### src/rtl/qdec_step_gen.sv
// Quadrature step generator: synchronises and filters A/B, decodes Gray-code steps into ce/up pulses.
// Define QDEC_X4_EN for x4 decoding (pulse on every valid edge); default build is x1 decoding.
module qdec_step_gen #(
  parameter int unsigned FILT_LEN = 4
) (
  input  logic clk,
  input  logic rst,
  input  logic a_i,
  input  logic b_i,
  input  logic en_i,
  input  logic clr_err_i,
  output logic ce_o,
  output logic up_o,
  output logic err_o
);

  localparam int unsigned CNT_W     = $clog2(FILT_LEN + 1);
  localparam int unsigned BLANK_LEN = FILT_LEN + 3;
  localparam int unsigned BLK_W     = $clog2(BLANK_LEN + 1);

  localparam logic [CNT_W-1:0] CNT_LAST = CNT_W'(FILT_LEN - 1);
  localparam logic [BLK_W-1:0] BLK_LAST = BLK_W'(BLANK_LEN - 1);

  typedef enum logic [0:0] {
    ST_BLANK = 1'b0,
    ST_RUN   = 1'b1
  } state_t;

  logic [1:0] sync1_q;
  logic [1:0] sync2_q;
  logic [1:0] filt;
  logic [1:0] prev_q;

  logic [1:0] diff_c;
  logic       single_c;
  logic       dbl_c;
  logic       dir_up_c;
  logic       pulse_c;

  state_t           state_q;
  state_t           state_d;
  logic [BLK_W-1:0] blank_cnt_q;
  logic [BLK_W-1:0] blank_cnt_d;
  logic             run_c;

  // Two-flop synchroniser, bit 1 = A, bit 0 = B
  always_ff @(posedge clk) begin
    if (rst) begin
      sync1_q <= 2'b00;
      sync2_q <= 2'b00;
    end else begin
      sync1_q <= {a_i, b_i};
      sync2_q <= sync1_q;
    end
  end

  // Per-line glitch filter: follow the synchronised line only after FILT_LEN cycles of disagreement
  for (genvar i = 0; i < 2; i++) begin : g_filt
    logic [CNT_W-1:0] cnt_q;
    logic             f_q;

    always_ff @(posedge clk) begin
      if (rst) begin
        cnt_q <= '0;
        f_q   <= 1'b0;
      end else if (sync2_q[i] == f_q) begin
        cnt_q <= '0;
      end else if (cnt_q == CNT_LAST) begin
        f_q   <= sync2_q[i];
        cnt_q <= '0;
      end else begin
        cnt_q <= cnt_q + CNT_W'(1);
      end
    end

    assign filt[i] = f_q;
  end

  always_ff @(posedge clk) begin
    if (rst) begin
      prev_q <= 2'b00;
    end else begin
      prev_q <= filt;
    end
  end

  // Next {A,B} state when moving in the up direction: 00 -> 10 -> 11 -> 01 -> 00
  function automatic logic [1:0] up_succ(input logic [1:0] ab);
    logic [1:0] nxt;
    case (ab)
      2'b00:   nxt = 2'b10;
      2'b10:   nxt = 2'b11;
      2'b11:   nxt = 2'b01;
      default: nxt = 2'b00;
    endcase
    return nxt;
  endfunction

  // Transition classifier
  always_comb begin
    diff_c   = filt ^ prev_q;
    single_c = diff_c[1] ^ diff_c[0];
    dbl_c    = diff_c[1] & diff_c[0];
    dir_up_c = (filt == up_succ(prev_q));
    pulse_c  = 1'b0;
`ifdef QDEC_X4_EN
    pulse_c  = single_c;
`else
    // One pulse per cycle, anchored on the 01 <-> 00 edge so reversals cancel
    pulse_c  = single_c &&
               (((prev_q == 2'b01) && (filt == 2'b00)) ||
                ((prev_q == 2'b00) && (filt == 2'b01)));
`endif
  end

  // Start-up blanking state register
  always_ff @(posedge clk) begin
    if (rst) begin
      state_q     <= ST_BLANK;
      blank_cnt_q <= '0;
    end else begin
      state_q     <= state_d;
      blank_cnt_q <= blank_cnt_d;
    end
  end

  always_comb begin
    state_d     = state_q;
    blank_cnt_d = blank_cnt_q;
    case (state_q)
      ST_BLANK: begin
        blank_cnt_d = blank_cnt_q + BLK_W'(1);
        if (blank_cnt_q == BLK_LAST) begin
          state_d = ST_RUN;
        end
      end
      default: begin
        state_d = ST_RUN;
      end
    endcase
  end

  always_comb begin
    run_c = 1'b0;
    case (state_q)
      ST_RUN:  run_c = 1'b1;
      default: run_c = 1'b0;
    endcase
  end

  // Registered step/direction/error outputs; set of err_o takes priority over clear
  always_ff @(posedge clk) begin
    if (rst) begin
      ce_o  <= 1'b0;
      up_o  <= 1'b1;
      err_o <= 1'b0;
    end else begin
      ce_o <= run_c & pulse_c & en_i;
      if (run_c && single_c) begin
        up_o <= dir_up_c;
      end
      if (run_c && dbl_c) begin
        err_o <= 1'b1;
      end else if (clr_err_i) begin
        err_o <= 1'b0;
      end
    end
  end

endmodule

### config.mk
export PLATFORM = sky130hd
export DESIGN_NAME = qdec_step_gen
export DESIGN_NICKNAME = d
export VERILOG_FILES = /design/src/rtl/qdec_step_gen.sv
export SDC_FILE = /design/constraint.sdc
export NUM_CORES = 1
export LEC_CHECK = 0
export ABC_CLOCK_PERIOD_IN_PS = 2420
export BUFFER_PORTS_ARGS = -buffer_cell sky130_fd_sc_hd__clkbuf_2
export CAP_MARGIN = 20
export CORE_UTILIZATION = 58
export DETAILED_ROUTE_END_ITERATION = 8
export PLACE_DENSITY = 0.79
export SLEW_MARGIN = 20
export SYNTH_ARGS = -nofsm -noshare
export SYNTH_HDL_FRONTEND = slang
export SYNTH_SLANG_ARGS = --single-unit
### constraint.sdc
create_clock -name clk -period 2.42 [get_ports clk]
set_input_delay 0.242 -clock clk [delete_from_list [all_inputs] [get_ports clk]]
set_output_delay 0.242 -clock clk [all_outputs]
set_load 0.02 [all_outputs]
==> run_results.csv <==
group,metric,value,unit
status,status,"finished, final reports clean",
grt,grt_first_pass_wirelength,1469,um
routing,viasPerCell,4.748,
worst_setup_path,end_kind,"flop",
floorplan,die-area,0.001538,mm2
floorplan,rows,13,
timing,fin_crit,1.301,ns
cts,clk_pin_slew,0.10,ns
cts,htreeDepth,1,
floorplan,die_x,39.22,um
grt,grt_busiest_layer,"met2",
floorplan,die_h,39.22,um
synthesis,synth_fp_nets,91,
synthesis,postSynthCellCount,78,
cts,ctsResizeCount,0,
cts,hold_buffers,0,
timing,maxSlewHeadroom,0.7774,
timing,max_freq,0.7683,GHz
grt,grt_max_degree,18,
worst_setup_path,cp.arrival,1.48,ns
placement,routabilityCongestion,0.6051,
worst_setup_path,reg2reg_from,"g_filt[0].f_q",
routing,wirelength,915,um
timing,rsz0062_at_grt,"false",
grt,gr-total-overflow,0,
power,p_comb_frac,0.052,
cts,cts_buffer_depth,2,
worst_setup_path,critPathRequiredTime,2.60,ns
cts,post-cts-setup-buffers,0,
floorplan,io_pins,9,
synthesis,ys_warn_count,0,
synthesis,seq_area_frac_synth,0.5234,
cts,cts_made_buffers,3,
routing,drt_iter0_drc,0,
floorplan,start_util,0.6173,
grt,use_met2,0.2333,
finish,finalNonFillerCells,103,
timing,setup_viol,0,
routing,vias,489,
worst_setup_path,crit_slowest_cell,"dfxtp_1",
worst_setup_path,cp-startpoint,"g_filt[0].f_q",
timing,drv_slew,0,
cts,clk_latency,0.28,ns
synthesis,avgSynthCellArea,10.30,um2
timing,finalCritPeriodShare,0.5378,
power,clkPwrFrac,0.282,
power,leakagePower,0.0003828,uW
placement,numPortBuffers,8,
routing,drc,0,
hold_path,hp-class,"primary input to flop",
synthesis,ys_ff_latch,21,
timing,hold_viol_final,0,
finish,drive_gt1_frac,0.1705,
timing,final.setup.tns,0,ns
cts,tritoncts,"done",
finish,n_antenna_cell,0,
cts,clockRootBuffer,"clkbuf_4",
grt,track_usage,0.1460,
placement,dp.cells,99,
routing,first_pass_iters,1,
worst_setup_path,path_class,"flop to flop",
grt,grt_pass1_vias,384,
routing,wl_per_cell,8.883,um
finish,layout.nets,102,
power,pwr_density_cell,618.6,mW/mm2
grt,met3_usage,0.03468,
synthesis,synth_cell_types,18,
worst_setup_path,cpPeakStageDelay,0.38,ns
power,pwr-share-seq,0.666,
floorplan,fp.coreArea,0.001301,mm2
timing,tightest_slew,0.3340,ns
power,p_switching,109.0,uW
power,intPower,433.6,uW
worst_setup_path,reg2reg_slack,1.12,ns
grt,use_met1,0.1679,
placement,hpwlAfterDp,667.3,um
routing,ant_nets,0,
job,maxCapViolCount,0,
finish,syn2layout_area_growth,9.190,%
worst_setup_path,cp-start-kind,"flop",
hold_path,hp-start,"a_i",
power,ir_worst_vdd,328.5,uV
synthesis,syn-cell-area,803.3,um2
cts,cts.sinks,21,
grt,antenna_found_initial,0,
worst_setup_path,crit_chain,"xor2_1 -> ha_1 -> nand2_1 -> a21oi_1 -> o31ai_1",
timing,whs,0.1629,ns
timing,fin_skew,0.003208,ns
power,p_sw_frac,0.2009,
worst_setup_path,cp_max_fo,5,
[sequential cells by signal (all words and copies together), names as in the netlist]
name	flops
blank_cnt_q	3
ce_o	1
err_o	1
g_filt.cnt_q	6
g_filt.f_q	2
prev_q	2
state_q	1
sync1_q	2
sync2_q	2
up_o	1
[synth_stat cells, drive strengths merged]
library cell,count,area share
xor2,4,0.044
nand2,3,0.014
mux2i,2,0.025
dfxtp,21,0.52
nor4b,1,0.011
ha,7,0.11
nand2b,1,0.0078
o31ai,1,0.0093
or3,2,0.022
inv,5,0.023
xnor2,4,0.044
a21oi,4,0.025
buf,1,0.0093
clkbuf,1,0.0047
nor2b,7,0.055
nor2,14,0.075
[worst paths after layout]
path / depth (start not counted) / end
max: 5 / up_o
min: 2 / sync1_q[1]
max reg2reg: 5 / up_o
min reg2reg: 1 / g_filt[1].cnt_q[0]
[critical path, delay by kind of cell, from the launching register on]
kind,cells,cell delay (ns)
DFF,1,0.38
adders and majority gates,1,0.28
AOI/OAI and AO/OA,2,0.26
xor gates and xnor gates,1,0.20
and+or+nand+nor,1,0.08
[cells by family after synthesis]
logic type,Yosys count,synth area share
xor gates and xnor gates,8,0.08722
AOI/OAI and AO/OA,5,0.03427
muxes,2,0.02492
buffers and inverters,7,0.03738
DFF,21,0.5234
and+or+nand+nor,28,0.1838
adders and majority gates,7,0.1090
[power by group through the flow]
stage | Combinational [uW] | Clock [uW] | Sequential, uW
2_1_floorplan | 20.8 | 0 | 368
6_report | 28.1 | 153 | 362
3_5_place_dp | 28.3 | 0 | 370
3_3_place_gp | 27.6 | 0 | 369
4_1_cts | 28.5 | 158 | 362
5_1_grt | 33.9 | 171 | 363
[metrics by stage]
stage / util / setup slack [ns] / power (uW) / area (um2)
2_1_floorplan: - / 1.177 / 389.2 / 803.3
3_3_place_gp: 0.6538 / 1.158 / 396.8 / 850.8
3_5_place_dp: 0.6538 / 1.132 / 397.9 / 850.8
4_1_cts: 0.6740 / 1.115 / 547.9 / 877.1
5_1_grt: 0.6740 / 1.034 / 568.6 / 877.1
6_report: 0.6740 / 1.119 / 542.6 / 877.1
[layer usage]
metal  share of wire  up-vias  routed length [um]
li1                -      265                   -
met1            0.52      214                 476
met2            0.43        8                 390
met3           0.038        2                  35
met4           0.013        0                  12
met5               0        -                   0
[area by class of cell]
class                      instances  area, um2
fill                             109      424.2
sequential                        21      420.4
multi-input combinational         50      352.8
timing repair buffer               8      40.04
clock buffer                       4      26.28
inverter                           5      18.77
tap                               15      18.77
[cell usage in the layout, fill, tap and decap left out]
| cell type | count |
|---|---|
| dfxtp_1 | 21 |
| xnor2_1 | 4 |
| clkbuf_2 | 8 |
| o31ai_1 | 1 |
| nand2b_1 | 1 |
| nor2_2 | 3 |
| a21oi_1 | 4 |
| or3_4 | 1 |
| nor4b_1 | 1 |
| clkbuf_4 | 3 |
| or3_1 | 1 |
| clkbuf_1 | 1 |
| xor2_1 | 4 |
| ha_1 | 7 |
| nor2_1 | 11 |
| inv_1 | 5 |
| nand2_1 | 3 |
| nor2b_1 | 7 |
| mux2i_1 | 2 |
Power figures use the tool's default switching activity.
